### src/rtl/pipe_skid_stage.sv
// Valid/stall pipeline stage with a two-entry skid buffer.
// The upstream stall is decoded from the state register, so it never depends
// combinationally on downstream stall. With SRC_MODE set, the stage sources
// its own data from a counter and ignores the upstream valid/data inputs.
module pipe_skid_stage #(
  parameter int unsigned DATA_W   = 16,
  parameter int unsigned SRC_MODE = 0,
  parameter int unsigned CNT_STEP = 1,
  parameter int unsigned XCNT_W   = 32
) (
  input  logic              i_clk,
  input  logic              i_rst,
  input  logic              i_flush,
  input  logic              i_internal_stall,
  input  logic              i_valid,
  input  logic [DATA_W-1:0] i_data,
  output logic              o_stall,
  output logic              o_valid,
  output logic [DATA_W-1:0] o_data,
  input  logic              i_stall,
  output logic [XCNT_W-1:0] o_xfer_cnt
);

  // Occupancy states: nothing held, out register held, out and skid held.
  localparam logic [1:0] ST_EMPTY = 2'd0;
  localparam logic [1:0] ST_ONE   = 2'd1;
  localparam logic [1:0] ST_FULL  = 2'd2;

  localparam bit                SRC_INT = (SRC_MODE != 0);
  localparam logic [DATA_W-1:0] STEP    = DATA_W'(CNT_STEP);

  logic [1:0]        state_q, state_d;
  logic [DATA_W-1:0] out_q, out_d;
  logic [DATA_W-1:0] skid_q, skid_d;
  logic [DATA_W-1:0] cnt_q, cnt_d;
  logic [XCNT_W-1:0] xcnt_q, xcnt_d;

  logic              src_valid;
  logic [DATA_W-1:0] src_data;
  logic              out_full;
  logic              accept;
  logic              xfer;

  // Data source selection: upstream port or internal counter.
  assign src_valid = SRC_INT ? 1'b1 : i_valid;
  assign src_data  = SRC_INT ? cnt_q : i_data;

  // Handshakes; o_valid is the only output gated combinationally.
  assign out_full = (state_q != ST_EMPTY);
  assign o_stall  = (state_q == ST_FULL);
  assign o_valid  = out_full & ~i_internal_stall & ~i_flush;
  assign accept   = src_valid & ~o_stall & ~i_flush;
  assign xfer     = o_valid & ~i_stall;

  assign o_data     = out_q;
  assign o_xfer_cnt = xcnt_q;

  // State and datapath registers, cleared asynchronously.
  always_ff @(posedge i_clk or posedge i_rst) begin
    if (i_rst) begin
      state_q <= ST_EMPTY;
      out_q   <= '0;
      skid_q  <= '0;
      cnt_q   <= '0;
      xcnt_q  <= '0;
    end else begin
      state_q <= state_d;
      out_q   <= out_d;
      skid_q  <= skid_d;
      cnt_q   <= cnt_d;
      xcnt_q  <= xcnt_d;
    end
  end

  // Next-state, skid steering and counter updates; flush overrides all.
  always_comb begin
    state_d = state_q;
    out_d   = out_q;
    skid_d  = skid_q;
    cnt_d   = cnt_q;
    xcnt_d  = xcnt_q;

    if (i_flush) begin
      state_d = ST_EMPTY;
      out_d   = '0;
      skid_d  = '0;
    end else begin
      case (state_q)
        ST_EMPTY: begin
          if (accept) begin
            state_d = ST_ONE;
            out_d   = src_data;
          end
        end
        ST_ONE: begin
          if (accept && xfer) begin
            out_d = src_data;
          end else if (accept) begin
            state_d = ST_FULL;
            skid_d  = src_data;
          end else if (xfer) begin
            state_d = ST_EMPTY;
          end
        end
        ST_FULL: begin
          // Upstream is stalled here, so only the drain path exists.
          if (xfer) begin
            state_d = ST_ONE;
            out_d   = skid_q;
          end
        end
        default: begin
          state_d = ST_EMPTY;
        end
      endcase

      if (accept && SRC_INT) begin
        cnt_d = cnt_q + STEP;
      end
      if (xfer) begin
        xcnt_d = xcnt_q + XCNT_W'(1);
      end
    end
  end

endmodule

### config.mk
export PLATFORM = sky130hd
export DESIGN_NAME = pipe_skid_stage
export DESIGN_NICKNAME = d
export VERILOG_FILES = /design/src/rtl/pipe_skid_stage.sv
export SDC_FILE = /design/constraint.sdc
export NUM_CORES = 1
export LEC_CHECK = 0
export ABC_AREA = 1
export CAP_MARGIN = 20
export CORE_ASPECT_RATIO = 1.1
export CORE_MARGIN = 3
export CORE_UTILIZATION = 45
export CTS_CLUSTER_DIAMETER = 150
export CTS_CLUSTER_SIZE = 24
export DETAILED_ROUTE_END_ITERATION = 7
export PLACE_DENSITY = 0.75
export SLEW_MARGIN = 10
export SYNTH_ARGS = -nofsm -noshare
export SYNTH_HDL_FRONTEND = slang
export SYNTH_SLANG_ARGS = --single-unit
export TNS_END_PERCENT = 30
### constraint.sdc
create_clock -name i_clk -period 2.1 [get_ports i_clk]
set_clock_uncertainty 0.1 [all_clocks]
set_input_delay 0.42 -clock i_clk [delete_from_list [all_inputs] [get_ports i_clk]]
set_output_delay 0.42 -clock i_clk [all_outputs]
set_load 0.05 [all_outputs]
==> run metrics, run 1 <==
final non-filler cell area ~4500 µm²; metal2 WL 4130 µm; RR Startpoint o_xfer_cnt[8]$_DFFE_PP0P_; power after layout approximately 4000 µW; CTS Root Cell clkbuf_8; CTS tree done; pin count of the biggest net entering global routing 33; Top delay family on crit path buffers and inverters; internal power between 2000 and 3000 µW; Netlist cell types 26; commonest cells in the netlist nand2_1, dfrtp_1, nand3_1; sequential area share after synthesis 48.74%; I/O Buffers between 70 and 80; peak supply drop 0.5170 mV; top cell type's share of synthesized area approximately half; H-tree levels 3; placed instance area 4300 µm²; startpoint types flip-flop; Post-synth EDFFs 0; area of the mapped netlist about 3400 µm²; drt drc 0; Critical Path Start o_data[6]$_DFFE_PP0P_; I/O pin count 72; initial drt markers about 110; Gate Count Post-Synth 428; # setup viols final 0; worst relative slew slack about two thirds; crit path cell chain clkdlybuf4s50_1; Setup WS pre-CTS -0.02783 ns; Post-synth ARST share 100.0%; WS Path Type flip-flop to primary output; met3 wire length approximately 520 µm; setup ws final about 0.034 ns; vias in the first global route roughly 3000; Clock Power Share 31.0%; fin crit period a little over 2 ns; Buffers & Inverters on Critical Path 1; number of buffers created by CTS 9; PostCTS Resize Cnt 8; GPL Wtd Cong between 0.8 and 0.9; Levels on crit path 1; core area slightly above 7000 µm²; DRT met1 WL 3462 µm; R2R Path End o_xfer_cnt[31]$_DFFE_PP0P_; FMAX between 400 and 500 MHz; power per cell area 864.7 nW/µm²; Detail Placement HPWL around 6000 µm; #FFs+latches synth 66; drt first pass iters 4; die span in y 97.01 µm; Area Overhead vs Synth 33.79%; Net Switching roughly 1400 µW; wire per inst between 10 and 15 µm; clock buffer depth 2; first-pass GRT wire length ~14000 µm; fin. max-slew vios 0; final hold vios 0; Sequential Power Share 38.9%; status completed; post-synth net total around 450; Yosys warning total 0; Arr. time, crit path 1.55 ns; nets about 540; switching portion of total power 35.51%; CP Max Fanout 2; GRT overflow 0; initial antenna violation count 0; fraction of layout cells with a size suffix above 1 between 10% and 20%; Setup Fix Bufs, Post-CTS 0; # hold bufs at CTS 0; WL final between 8000 and 9000 µm; Max stage delay on crit path between 0.8 and 0.9 ns; crit share post-route between 90% and 100%; die area approximately 8600 µm²; combinational fraction of design power 30.1%; Rows 32; top-count cell post-synth nand2_1; cell at the slowest stage of the critical path clkdlybuf4s50_1; Critical Path Sink o_data[6]; max-cap violations 0; vias between 3000 and 4000; Antenna diodes 0; RSZ-0062 raised after global routing no; measured slew at the worst slew-check pin between 0.5 and 0.6 ns; area leader, netlist dfrtp_1; Clock transition at path regs approximately 0.080 ns; flop-to-flop setup slack about 0.45 ns; Crit. End Element primary output; leakage power between 0.002 and 0.0025 µW; Worst R2R Path Depth 6; post-DR vias/cell slightly above 5; overall routing resource usage 20.22%; Starting Density 47.28%; Die X 88.74 µm; clock sink total between 60 and 70; highest metal used met4; required time at the worst-slack endpoint ~1.6 ns; post-detailed-route count of antenna-violating nets 0; Hold Crit Class input port to async pin; Area contributors post-synth dfrtp_1, nand2_1, nand3_1; syn_area_per_cell just under 8 µm²; worst skew pair latency 0.35 ns; placed cells ~600; ys flop type dfrtp_1; Cell Count, Final, Fillers Out 604
[final cells by class]
class                   count  area, µm²
clock buffers              10      137.6
clock inverters             6      90.09
fillers                   600       2634
flip-flops and latches     66       1652
inverters                  44      168.9
repair buffers             90      898.4
well taps                  85      106.4
multi-input cells         303       1480
[layout by cell type, fill, tap and decap left out, drive strengths merged]
master	count
ha	1
xor2	9
nor3	2
and2	2
a31oi	1
a21oi	17
buf	43
nand2	114
clkbuf	10
nor2	52
dlymetal6s2s	6
xnor2	11
dfrtp	66
nand4	19
nand3	58
bufinv	2
mux2	1
dlygate4sd2	8
clkdlybuf4s50	33
clkinvlp	2
clkinv	3
inv	43
o21ai	16
[sequential cells by signal, summed over array words and instances (netlist names)]
name and flops:
o_xfer_cnt 32, state_q 2, skid_q 16, o_data 16
[worst min path at each step]
stage | start | to | slack [ns] | cells past startpoint
2_1_floorplan | skid_q[14]$_DFFE_PP0P_ | skid_q[14]$_DFFE_PP0P_ | 0.38 | 2
3_3_place_gp | o_data[13]$_DFFE_PP0P_ | o_data[13]$_DFFE_PP0P_ | 0.36 | 2
3_5_place_dp | o_data[11]$_DFFE_PP0P_ | o_data[11]$_DFFE_PP0P_ | 0.36 | 2
4_1_cts | i_rst | o_data[7]$_DFFE_PP0P_ | 0.34 | 2
5_1_grt | i_rst | o_data[5]$_DFFE_PP0P_ | 0.36 | 2
6_report | i_rst | o_data[5]$_DFFE_PP0P_ | 0.33 | 2
[stage by stage]
| stage | TNS, ns | util (%) | hold slack (ns) |
|---|---|---|---|
| finish | 0 | 63.25 | 0.3346 |
| global route | 0 | 63.25 | 0.3587 |
| CTS | 0 | 63.04 | 0.3405 |
| detailed placement | -0.07035 | 60.00 | 0.3645 |
| global placement | -0.06528 | 60.00 | 0.3584 |
| floorplan | 0 | - | 0.3785 |
[kinds of logic after synthesis]
logic type                 Yosys count  share of synthesized area, %
and+or+nand+nor                    247                         32.75
DFF                                 66                         48.74
buffers and inverters               59                         7.570
AOI/OAI and AO/OA                   34                         5.059
xor gates and xnor gates            20                         5.170
muxes                                1                        0.3323
adders and majority gates            1                        0.3692
[metal layers]
| layer | up-vias | track usage [%] |
|---|---|---|
| met5 | - | 0 |
| met1 | 1462 | 25.70 |
| met3 | 18 | 4.514 |
| li1 | 1547 | - |
| met4 | 0 | 8.256 |
| met2 | 105 | 32.69 |
[worst register-to-register path: stages (launching register included)]
cell and delay (ns):
dfrtp_1 0.44, nand4_1 0.17, nor2_1 0.36, nand3_1 0.24, nor2_1 0.15, nand2_1 0.06, nand2_1 0.06
[power by group through the flow]
stage	clock, µW	sequential, µW	combinational, µW
floorplan	0	1930	370
global placement	0	1540	1180
detailed placement	0	1550	1190
CTS	1240	1530	1190
global route	1300	1540	1260
finish	1220	1520	1180
No activity file was read; power rests on OpenSTA's default activity.
==> run 2, diff against run 1 <==
--- a/config.mk
+++ b/config.mk
@@ -7,13 +7,15 @@
 export LEC_CHECK = 0
 export ABC_AREA = 1
 export CAP_MARGIN = 20
+export CELL_PAD_IN_SITES_DETAIL_PLACEMENT = 1
+export CELL_PAD_IN_SITES_GLOBAL_PLACEMENT = 2
 export CORE_ASPECT_RATIO = 1.1
 export CORE_MARGIN = 3
-export CORE_UTILIZATION = 45
+export CORE_UTILIZATION = 26
 export CTS_CLUSTER_DIAMETER = 150
 export CTS_CLUSTER_SIZE = 24
 export DETAILED_ROUTE_END_ITERATION = 7
-export PLACE_DENSITY = 0.75
+export PLACE_DENSITY_LB_ADDON = 0.1
 export SLEW_MARGIN = 10
 export SYNTH_ARGS = -nofsm -noshare
 export SYNTH_HDL_FRONTEND = slang
==> run metrics, run 2 (synthesis results as in run 1) <==
status completed; Antenna diodes 0 (unchanged); Hold Crit Class flip-flop to flip-flop; crit path cell chain clkdlybuf4s50_1; die span in y 125.7 µm (+30%); setup TNS 0 ns (unchanged); # setup viols final 0 (unchanged); first-pass GRT wire length 17280 µm (+25%); power per cell area 914.8 nW/µm² (+5.8%); H-tree levels 3 (unchanged); max-cap violations 0 (unchanged); worst relative slew slack 65.48% (+0.51 points); leakage power 0.002278 µW (-1.9%); core area 12700 µm² (+77%); crit share post-route 97.04% (-1.4 points); # hold bufs at CTS 0 (unchanged); Net Switching 1475 µW (+5.9%); CTS Root Cell clkbuf_16; vias 3151 (+0.61%); Clock Power Share 36.3% (+5.3 points); fraction of layout cells with a size suffix above 1 16.57% (+2.1 points); drt drc 0 (unchanged); post-detailed-route count of antenna-violating nets 0 (unchanged); RSZ-0062 raised after global routing no; clock sink total 66 (unchanged); startpoint types flip-flop; Top delay family on crit path buffers and inverters; Sequential Power Share 35.8% (-3.1 points); WL final 10200 µm (+23%); most common cell after layout, fill and taps aside nand2_1; fin. max-slew vios 0 (unchanged); internal power 2798 µW (+11%); Area Overhead vs Synth 37.85%; vias in the first global route 3351 (+12%); clock buffer depth 2 (unchanged); initial drt markers 131 (+16%); Setup Fix Bufs, Post-CTS 0 (unchanged); required time at the worst-slack endpoint 1.58 ns (about the same); I/O Buffers 71 (unchanged); die area 14440 µm² (+68%); worst skew pair latency 0.33 ns (-0.02 ns); peak supply drop 0.3082 mV (-40%); drt first pass iters 5 (+1); Largest register FFs 32 (unchanged); Detail Placement HPWL 7297 µm (+21%); number of buffers created by CTS 9 (unchanged); CP Max Fanout 3 (+1); Crit. End Element primary output; GRT overflow 0 (unchanged); combinational fraction of design power 27.9% (-2.2 points); switching portion of total power 34.51% (-1.0 points); FMAX 490.7 MHz (+1.4%); measured slew at the worst slew-check pin 0.5162 ns (-0.008462 ns); cell at the slowest stage of the critical path clkdlybuf4s50_1; overall routing resource usage 15.04% (-5.2 points); Final Core Density 36.79% (-26 points); WS Path Type flip-flop to primary output; Starting Density 26.69% (-21 points); Arr. time, crit path 1.52 ns (-0.03 ns); wire per inst 15.09 µm (+10%); I/O pin count 72 (unchanged); initial antenna violation count 0 (unchanged); pin count of the biggest net entering global routing 67 (+100%); Rows 43 (+34%); Die X 114.8 µm (+29%); Hold WS 0.3677 ns (+0.03314 ns); Clock transition at path regs 0.06 ns (-0.02 ns); Buffers & Inverters on Critical Path 1 (unchanged); GPL Wtd Cong 0.7381 (-16%); fin crit period 2.038 ns (-0.02842 ns); final hold vios 0 (unchanged); post-DR vias/cell 4.661 (-10%); power after layout 4273 µW (+9.0%); Max stage delay on crit path 0.81 ns (about the same); CTS tree done; commonest cells after routing, fill and taps aside nand2_1, dfrtp_1, nand3_1; placed instance area 4363 µm² (+1.5%); nets 537 (unchanged); final non-filler cell area 4671 µm² (+3.0%); PostCTS Resize Cnt 0 (-8)
[run 2: final cells by class]
| class | instances | area, µm² |
|---|---|---|
| Clock buffer | 11 | 252.7 |
| Clock inverter | 5 | 52.55 |
| Fill cell | 1522 | 8026 |
| Inverter | 44 | 168.9 |
| Multi-Input combinational cell | 303 | 1480 |
| Sequential cell | 66 | 1652 |
| Tap cell | 157 | 196.4 |
| Timing Repair Buffer | 90 | 868.3 |
[run 2: power groups by stage]
stage | Sequential, µW | Clock (µW) | Combinational, µW
after global routing | 1550 | 1660 | 1280
final | 1530 | 1550 | 1190
after detailed placement | 1550 | 0 | 1210
after floorplan | 1930 | 0 | 370
after CTS | 1530 | 1600 | 1210
after global placement | 1550 | 0 | 1200
[run 2: worst paths after layout]
path,start,slack [ns],depth (start not counted),endpoint
setup / recovery,o_xfer_cnt[0]$_DFFE_PP0P_,0.06,1,o_xfer_cnt[0]
hold / removal,o_data[1]$_DFFE_PP0P_,0.37,2,o_data[1]$_DFFE_PP0P_
min in group asynchronous,i_rst,0.44,3,skid_q[10]$_DFFE_PP0P_
setup reg to reg,o_xfer_cnt[1]$_DFFE_PP0P_,0.41,9,o_xfer_cnt[22]$_DFFE_PP0P_
hold reg to reg,o_data[1]$_DFFE_PP0P_,0.37,2,o_data[1]$_DFFE_PP0P_
max in group asynchronous,i_rst,1.16,3,o_xfer_cnt[13]$_DFFE_PP0P_
[run 2: metrics by stage]
step	setup slack (ns)	instances
4_1_cts	0.01968	676
2_1_floorplan	0.2718	428
5_1_grt	0.01073	676
6_report	0.06223	676
3_5_place_dp	-0.1100	660
3_3_place_gp	-0.05993	660
[run 2: routing by layer]
metal	global-route usage [%]	routed length, µm	vias up
met5	0	0	-
met4	5.387	174	0
met3	2.355	293	12
met2	25.07	5056	51
met1	19.63	4678	1540
li1	-	-	1548
